[src/rtl/fifo_counted_pkg.sv]
// Shared defaults, size helpers and count-update encoding for the counted FIFO.
package fifo_counted_pkg;

   localparam int DEF_DATA_SIZE      = 8;
   localparam int DEF_ADDR_SPACE_EXP = 4;

   typedef enum logic [1:0] {
      CNT_HOLD = 2'd0,
      CNT_INC  = 2'd1,
      CNT_DEC  = 2'd2
   } cnt_op_e;

   function automatic int depth_of(input int addr_exp);
      return 1 << addr_exp;
   endfunction

   // One extra bit over the address so full and empty are distinguishable.
   function automatic int ptr_width(input int addr_exp);
      return addr_exp + 1;
   endfunction

endpackage

[src/rtl/fifo_counted_regfile.sv]
// Storage array for the counted FIFO: synchronous write, asynchronous read.
module fifo_regfile
   import fifo_counted_pkg::*;
#(
   parameter int DATA_SIZE      = DEF_DATA_SIZE,
   parameter int ADDR_SPACE_EXP = DEF_ADDR_SPACE_EXP
) (
   input  logic                      clk,
   input  logic                      wr_en,
   input  logic [ADDR_SPACE_EXP-1:0] wr_addr,
   input  logic [DATA_SIZE-1:0]      wr_data,
   input  logic [ADDR_SPACE_EXP-1:0] rd_addr,
   output logic [DATA_SIZE-1:0]      rd_data
);

   logic [DATA_SIZE-1:0] mem_q [depth_of(ADDR_SPACE_EXP)];

   always_ff @(posedge clk) begin
      if (wr_en) begin
         mem_q[wr_addr] <= wr_data;
      end
   end

   assign rd_data = mem_q[rd_addr];

endmodule

[src/rtl/fifo_counted.sv]
// Synchronous FIFO with occupancy count, almost flags, sticky errors, flush and
// optional registered read port; all flags are registered from the next count.
module fifo_counted
   import fifo_counted_pkg::*;
#(
   parameter int DATA_SIZE          = DEF_DATA_SIZE,
   parameter int ADDR_SPACE_EXP     = DEF_ADDR_SPACE_EXP,
   parameter int ALMOST_FULL_LEVEL  = 12,
   parameter int ALMOST_EMPTY_LEVEL = 2,
   parameter int REGISTERED_OUT     = 0
) (
   input  logic                      clk,
   input  logic                      reset,
   input  logic                      flush,
   input  logic                      clear_errors,
   input  logic                      write_to_fifo,
   input  logic                      read_from_fifo,
   input  logic [DATA_SIZE-1:0]      write_data_in,
   output logic [DATA_SIZE-1:0]      read_data_out,
   output logic [ADDR_SPACE_EXP:0]   count,
   output logic                      empty,
   output logic                      full,
   output logic                      almost_empty,
   output logic                      almost_full,
   output logic                      overflow,
   output logic                      underflow
);

   localparam int DEPTH = depth_of(ADDR_SPACE_EXP);
   localparam int PW    = ptr_width(ADDR_SPACE_EXP);
   localparam logic [PW-1:0] DEPTH_C = PW'(DEPTH);
   localparam logic [PW-1:0] AF_C    = PW'(ALMOST_FULL_LEVEL);
   localparam logic [PW-1:0] AE_C    = PW'(ALMOST_EMPTY_LEVEL);

   if (ALMOST_FULL_LEVEL < 0 || ALMOST_FULL_LEVEL > DEPTH) begin : g_bad_af
      $error("fifo_counted: ALMOST_FULL_LEVEL outside 0..depth");
   end
   if (ALMOST_EMPTY_LEVEL < 0 || ALMOST_EMPTY_LEVEL > DEPTH) begin : g_bad_ae
      $error("fifo_counted: ALMOST_EMPTY_LEVEL outside 0..depth");
   end

   logic [PW-1:0] wr_ptr_q, wr_ptr_d, rd_ptr_q, rd_ptr_d, count_q, count_d;
   logic          empty_q, empty_d, full_q, full_d;
   logic          almost_empty_q, almost_empty_d, almost_full_q, almost_full_d;
   logic          overflow_q, overflow_d, underflow_q, underflow_d;
   logic          rd_ok, wr_ok, mem_we;
   logic [DATA_SIZE-1:0] mem_rdata;
   cnt_op_e       cnt_op;

   always_comb begin
      rd_ok  = read_from_fifo & ~empty_q;
      // A write into a full FIFO is fine when a read frees the head slot this edge.
      wr_ok  = write_to_fifo & (~full_q | read_from_fifo);
      mem_we = wr_ok & ~flush;

      cnt_op = CNT_HOLD;
      if (wr_ok && !rd_ok) begin
         cnt_op = CNT_INC;
      end else if (rd_ok && !wr_ok) begin
         cnt_op = CNT_DEC;
      end

      wr_ptr_d = wr_ptr_q + PW'(wr_ok);
      rd_ptr_d = rd_ptr_q + PW'(rd_ok);
      case (cnt_op)
         CNT_INC: count_d = count_q + PW'(1);
         CNT_DEC: count_d = count_q - PW'(1);
         default: count_d = count_q;
      endcase

      // Set wins over clear_errors in the same cycle.
      overflow_d  = (overflow_q & ~clear_errors) | (write_to_fifo & ~wr_ok);
      underflow_d = (underflow_q & ~clear_errors) | (read_from_fifo & empty_q);

      if (flush) begin
         wr_ptr_d    = '0;
         rd_ptr_d    = '0;
         count_d     = '0;
         overflow_d  = 1'b0;
         underflow_d = 1'b0;
      end

      empty_d        = (count_d == '0);
      full_d         = (count_d == DEPTH_C);
      almost_empty_d = (count_d <= AE_C);
      almost_full_d  = (count_d >= AF_C);
   end

   always_ff @(posedge clk or negedge reset) begin
      if (!reset) begin
         wr_ptr_q       <= '0;
         rd_ptr_q       <= '0;
         count_q        <= '0;
         empty_q        <= 1'b1;
         full_q         <= 1'b0;
         almost_empty_q <= 1'b1;
         almost_full_q  <= 1'b0;
         overflow_q     <= 1'b0;
         underflow_q    <= 1'b0;
      end else begin
         wr_ptr_q       <= wr_ptr_d;
         rd_ptr_q       <= rd_ptr_d;
         count_q        <= count_d;
         empty_q        <= empty_d;
         full_q         <= full_d;
         almost_empty_q <= almost_empty_d;
         almost_full_q  <= almost_full_d;
         overflow_q     <= overflow_d;
         underflow_q    <= underflow_d;
      end
   end

   fifo_regfile #(
      .DATA_SIZE      (DATA_SIZE),
      .ADDR_SPACE_EXP (ADDR_SPACE_EXP)
   ) u_regfile (
      .clk     (clk),
      .wr_en   (mem_we),
      .wr_addr (wr_ptr_q[ADDR_SPACE_EXP-1:0]),
      .wr_data (write_data_in),
      .rd_addr (rd_ptr_q[ADDR_SPACE_EXP-1:0]),
      .rd_data (mem_rdata)
   );

   if (REGISTERED_OUT != 0) begin : g_reg_out
      logic [DATA_SIZE-1:0] rdata_q, rdata_d;

      // Head word is captured before a same-edge write can overwrite it.
      always_comb begin
         rdata_d = rdata_q;
         if (rd_ok && !flush) begin
            rdata_d = mem_rdata;
         end
      end

      always_ff @(posedge clk or negedge reset) begin
         if (!reset) begin
            rdata_q <= '0;
         end else begin
            rdata_q <= rdata_d;
         end
      end

      assign read_data_out = rdata_q;
   end else begin : g_show_ahead
      assign read_data_out = mem_rdata;
   end

   assign count        = count_q;
   assign empty        = empty_q;
   assign full         = full_q;
   assign almost_empty = almost_empty_q;
   assign almost_full  = almost_full_q;
   assign overflow     = overflow_q;
   assign underflow    = underflow_q;

endmodule

[config.mk]
export PLATFORM = sky130hd
export DESIGN_NAME = fifo_counted
export DESIGN_NICKNAME = d
export VERILOG_FILES = /design/src/rtl/fifo_counted_pkg.sv /design/src/rtl/fifo_counted_regfile.sv /design/src/rtl/fifo_counted.sv
export SDC_FILE = /design/constraint.sdc
export NUM_CORES = 1
export LEC_CHECK = 0
export BUFFER_PORTS_ARGS = -buffer_cell sky130_fd_sc_hd__buf_2
export CAP_MARGIN = 20
export CORE_AREA = 2 2 120 122
export CTS_BUF_LIST = sky130_fd_sc_hd__clkbuf_8
export CTS_CLUSTER_SIZE = 14
export DETAILED_ROUTE_END_ITERATION = 12
export DIE_AREA = 0 0 122 124
export GPL_ROUTABILITY_DRIVEN = 0
export MAX_ROUTING_LAYER = met4
export SLEW_MARGIN = 25
export SYNTH_ARGS = -nofsm -noshare
export SYNTH_HDL_FRONTEND = slang
export SYNTH_SLANG_ARGS = --single-unit
export TNS_END_PERCENT = 30
[constraint.sdc]
create_clock -name clk -period 4.8 [get_ports clk]
set_input_delay 0.48 -clock clk [delete_from_list [all_inputs] [get_ports clk]]
set_output_delay 0.48 -clock clk [all_outputs]
set_load 0.01 [all_outputs]
==> flow_summary.yaml <==
status:
  outcome: "complete, no violations"
final_layout:
  drive_gt1_frac: 0.234
  stdcell_area_sq_um: 6740
  area_growth_syn_to_layout_pct: 10.3
  antenna_cells: 0
  layout.nets: 365
power_and_ir_drop:
  p_leak_nw: 2.32
  max-vdd-ir-drop_mv: 0.214
  power_density_nw_per_um2: 367
yosys:
  synth-edff-count: 128
  synth_warnings: 0
  synthTopCellsByCount: "128 x edfxtp_1, 32 x mux4_1, 28 x nor2_1, 17 x dfrtp_1, 8 x mux4_2"
  yosys-top-cells-area: "edfxtp_1 63%, mux4_1 14%, dfrtp_1 7.0%, mux4_2 3.0%, nor2_1 1.7%"
  syn_inst: 303
  synthDistinctLibCells: 43
  yosysMostFrequentCell: "edfxtp_1"
  syn_avg_cell_area_sq_um: 20.2
  yosys.area.top_type: "edfxtp_1"
  synth_seq_area_share: 0.708
  ys_ff_latch: 147
  synthArstFlopShare: 0.129
  synth_nets: 324
  yosysTopAreaCellShare: 0.629
  synth_ff_type: "edfxtp_1"
  netlist_area_sq_um: 6110
route:
  drt-met1-wl_microns: 5200
  wl_per_cell_microns: 21.5
  drt_iter0_drc: 303
  ant_nets: 0
  maxUsedRoutingLayer: "met4"
  firstDrtPassIters: 4
  wl_met2_microns: 5600
  routed_wl_microns: 11500
  vias_per_cell: 5.49
  drcViolationCount: 0
  wl_met3_microns: 497
  vias: 2938
cts:
  clk_pin_slew_worst_paths_ps: 70
  cts_made_buffers: 17
  cts_sinks: 147
  post_cts_buffers: 0
  clockBufferDepth: 2
  clkLatencyLatePin_ps: 440
  cts_max_level: 4
  cts_tree: "done"
  cts-root-buf: "clkbuf_8"
timing:
  setup_tns_ps: 0
  grt_setup_unrepaired: "no"
  relSlewSlack: 0.311
  min_period_ps: 3260
  period_share: 0.679
  fmax_mhz: 307
  tightest_slew_ps: 1030
  setup_viol: 0
  hold_viol: 0
  slew_viol_final: 0
  fin_skew_ps: 7.65
placement:
  postPlaceCellArea_sq_um: 6420
  hpwl_microns: 7080
  io_buffer_count: 32
critical_path:
  path_cells: "buf_4 -> mux4_1 -> mux4_2 -> buf_2"
  r2r-end: "empty$_DFF_PN1_"
  crit_required_ps: 4320
  end_kind: "output port"
  cp_max_fo: 26
  slowest_stage: "mux4_1"
  r2r_start: "empty$_DFF_PN1_"
  worst_setup_path_start_kind: "flop"
  cp.arrival_ps: 2780
  r2r_slack_ps: 2140
  slowest_delay_ps: 610
  worstSetupPathType: "reg2out"
  r2r_cells: 9
floorplanning:
  pin_count: 33
  core_sq_um: 13700
  die_x_microns: 122
  rows: 43
  dieArea_sq_um: 15100
  die_h_microns: 124
  start_util: 0.445
grt:
  grt_start_max_net_pins: 31
  grt_usage: 0.175
  grt_pass1_vias: 3091
  grt_antenna_before_repair: 0
  grt_first_pass_wirelength_microns: 17800
  overflow: 0
worst_hold_path:
  hold_path_startpoint: "read_from_fifo"
  hold_class: "in2reg"
  worstHoldPathCells: 3
  min_to: "underflow$_DFF_PN0_"
flow_run:
  maxCapViolations: 0
registers in the layout, indices dropped and copies added, names as in the netlist:
signal           cells
u_regfile.mem_q    128
count                5
rd_ptr_q             4
wr_ptr_q             4
almost_empty         1
almost_full          1
empty                1
full                 1
overflow             1
underflow            1
metrics by stage:
stage	utilization	setup slack, ps	hold WS [ps]	power [mW]	instances
after detailed placement	0.468	1920	446	1.76	504
after global routing	0.491	1400	361	2.57	535
final	0.491	1540	346	2.47	535
after CTS	0.490	1470	325	2.50	535
after global placement	0.468	1960	445	1.76	504
after floorplan	-	2370	184	1.69	303
final cells by class:
cell class	instances	area [sq um]
Multi-Input combinational cell	135	1670
Clock inverter	13	55.1
Tap cell	180	225
Sequential cell	147	4320
Fill cell	1158	6980
Inverter	4	15.0
Timing Repair Buffer	39	215
Clock buffer	17	234
cells in the final DEF, fill, tap and decap left out, drive strengths merged:
master / netlist / final
mux2i: 2 / 2
nor3b: 1 / 1
o31ai: 1 / 1
o22ai: 1 / 1
clkbuf: 6 / 17
nor2: 28 / 28
nor2b: 6 / 6
or3: 1 / 1
a2bb2oi: 3 / 3
nand3: 4 / 4
a21bo: 1 / 1
inv: 4 / 6
a211oi: 1 / 1
or4b: 1 / 1
a31oi: 1 / 1
clkinv: 0 / 11
ha: 7 / 7
xor2: 3 / 3
a41o: 2 / 2
a22oi: 1 / 1
edfxtp: 128 / 128
o211ai: 1 / 1
nand2b: 6 / 6
or2: 1 / 1
dlygate4sd3: 0 / 1
xnor2: 4 / 4
buf: 11 / 38
and3b: 1 / 1
dfrtp: 17 / 17
o41ai: 1 / 1
nor3: 5 / 5
a21oi: 4 / 4
and2: 1 / 1
dfstp: 2 / 2
a311oi: 1 / 1
mux4: 40 / 40
nand3b: 2 / 2
nand2: 4 / 4
worst max path at each step:
stage | from | end | slack, ps | depth (start not counted)
floorplan | read_from_fifo | almost_empty$_DFF_PN1_ | 2370 | 11
global placement | read_from_fifo | empty$_DFF_PN1_ | 1960 | 10
detailed placement | read_from_fifo | empty$_DFF_PN1_ | 1920 | 10
CTS | rd_ptr_q[0]$_DFF_PN0_ | read_data_out[1] | 1470 | 4
global route | rd_ptr_q[0]$_DFF_PN0_ | read_data_out[1] | 1400 | 4
finish | rd_ptr_q[0]$_DFF_PN0_ | read_data_out[1] | 1540 | 4
cell families after synthesis:
family	synth area share
XOR/XNOR	0.0100
buffers and inverters	0.0211
flip-flops	0.708
multiplexers	0.170
AND/OR/NAND/NOR	0.0506
adder cells (fa/ha/maj)	0.0143
AO/OA/AOI/OAI	0.0258
layer usage:
| metal | up-vias | track usage |
|---|---|---|
| met5 | - | - |
| met4 | 0 | 0.0690 |
| met3 | 22 | 0.0440 |
| met2 | 69 | 0.260 |
| met1 | 1521 | 0.234 |
| li1 | 1326 | - |
report_power, final:
group	internal (mW)	switching (mW)	total (mW)
clock network	0.330	0.406	0.736
registers	1.42	0.0276	1.45
logic	0.142	0.146	0.288
total	1.89	0.579	2.47
worst max-delay path, delay by kind of cell, from the launching register on:
kind | cells | cell delay (ps)
buffers and inverters | 2 | 650
flip-flops | 1 | 550
multiplexers | 2 | 1140
timing repair:
item / CTS / global route
hold buffers: 1 / 0
endpoints found under the hold margin: 17 / 0
gates resized for setup: 0 / 0
No activity file was read; power rests on OpenSTA's default activity.
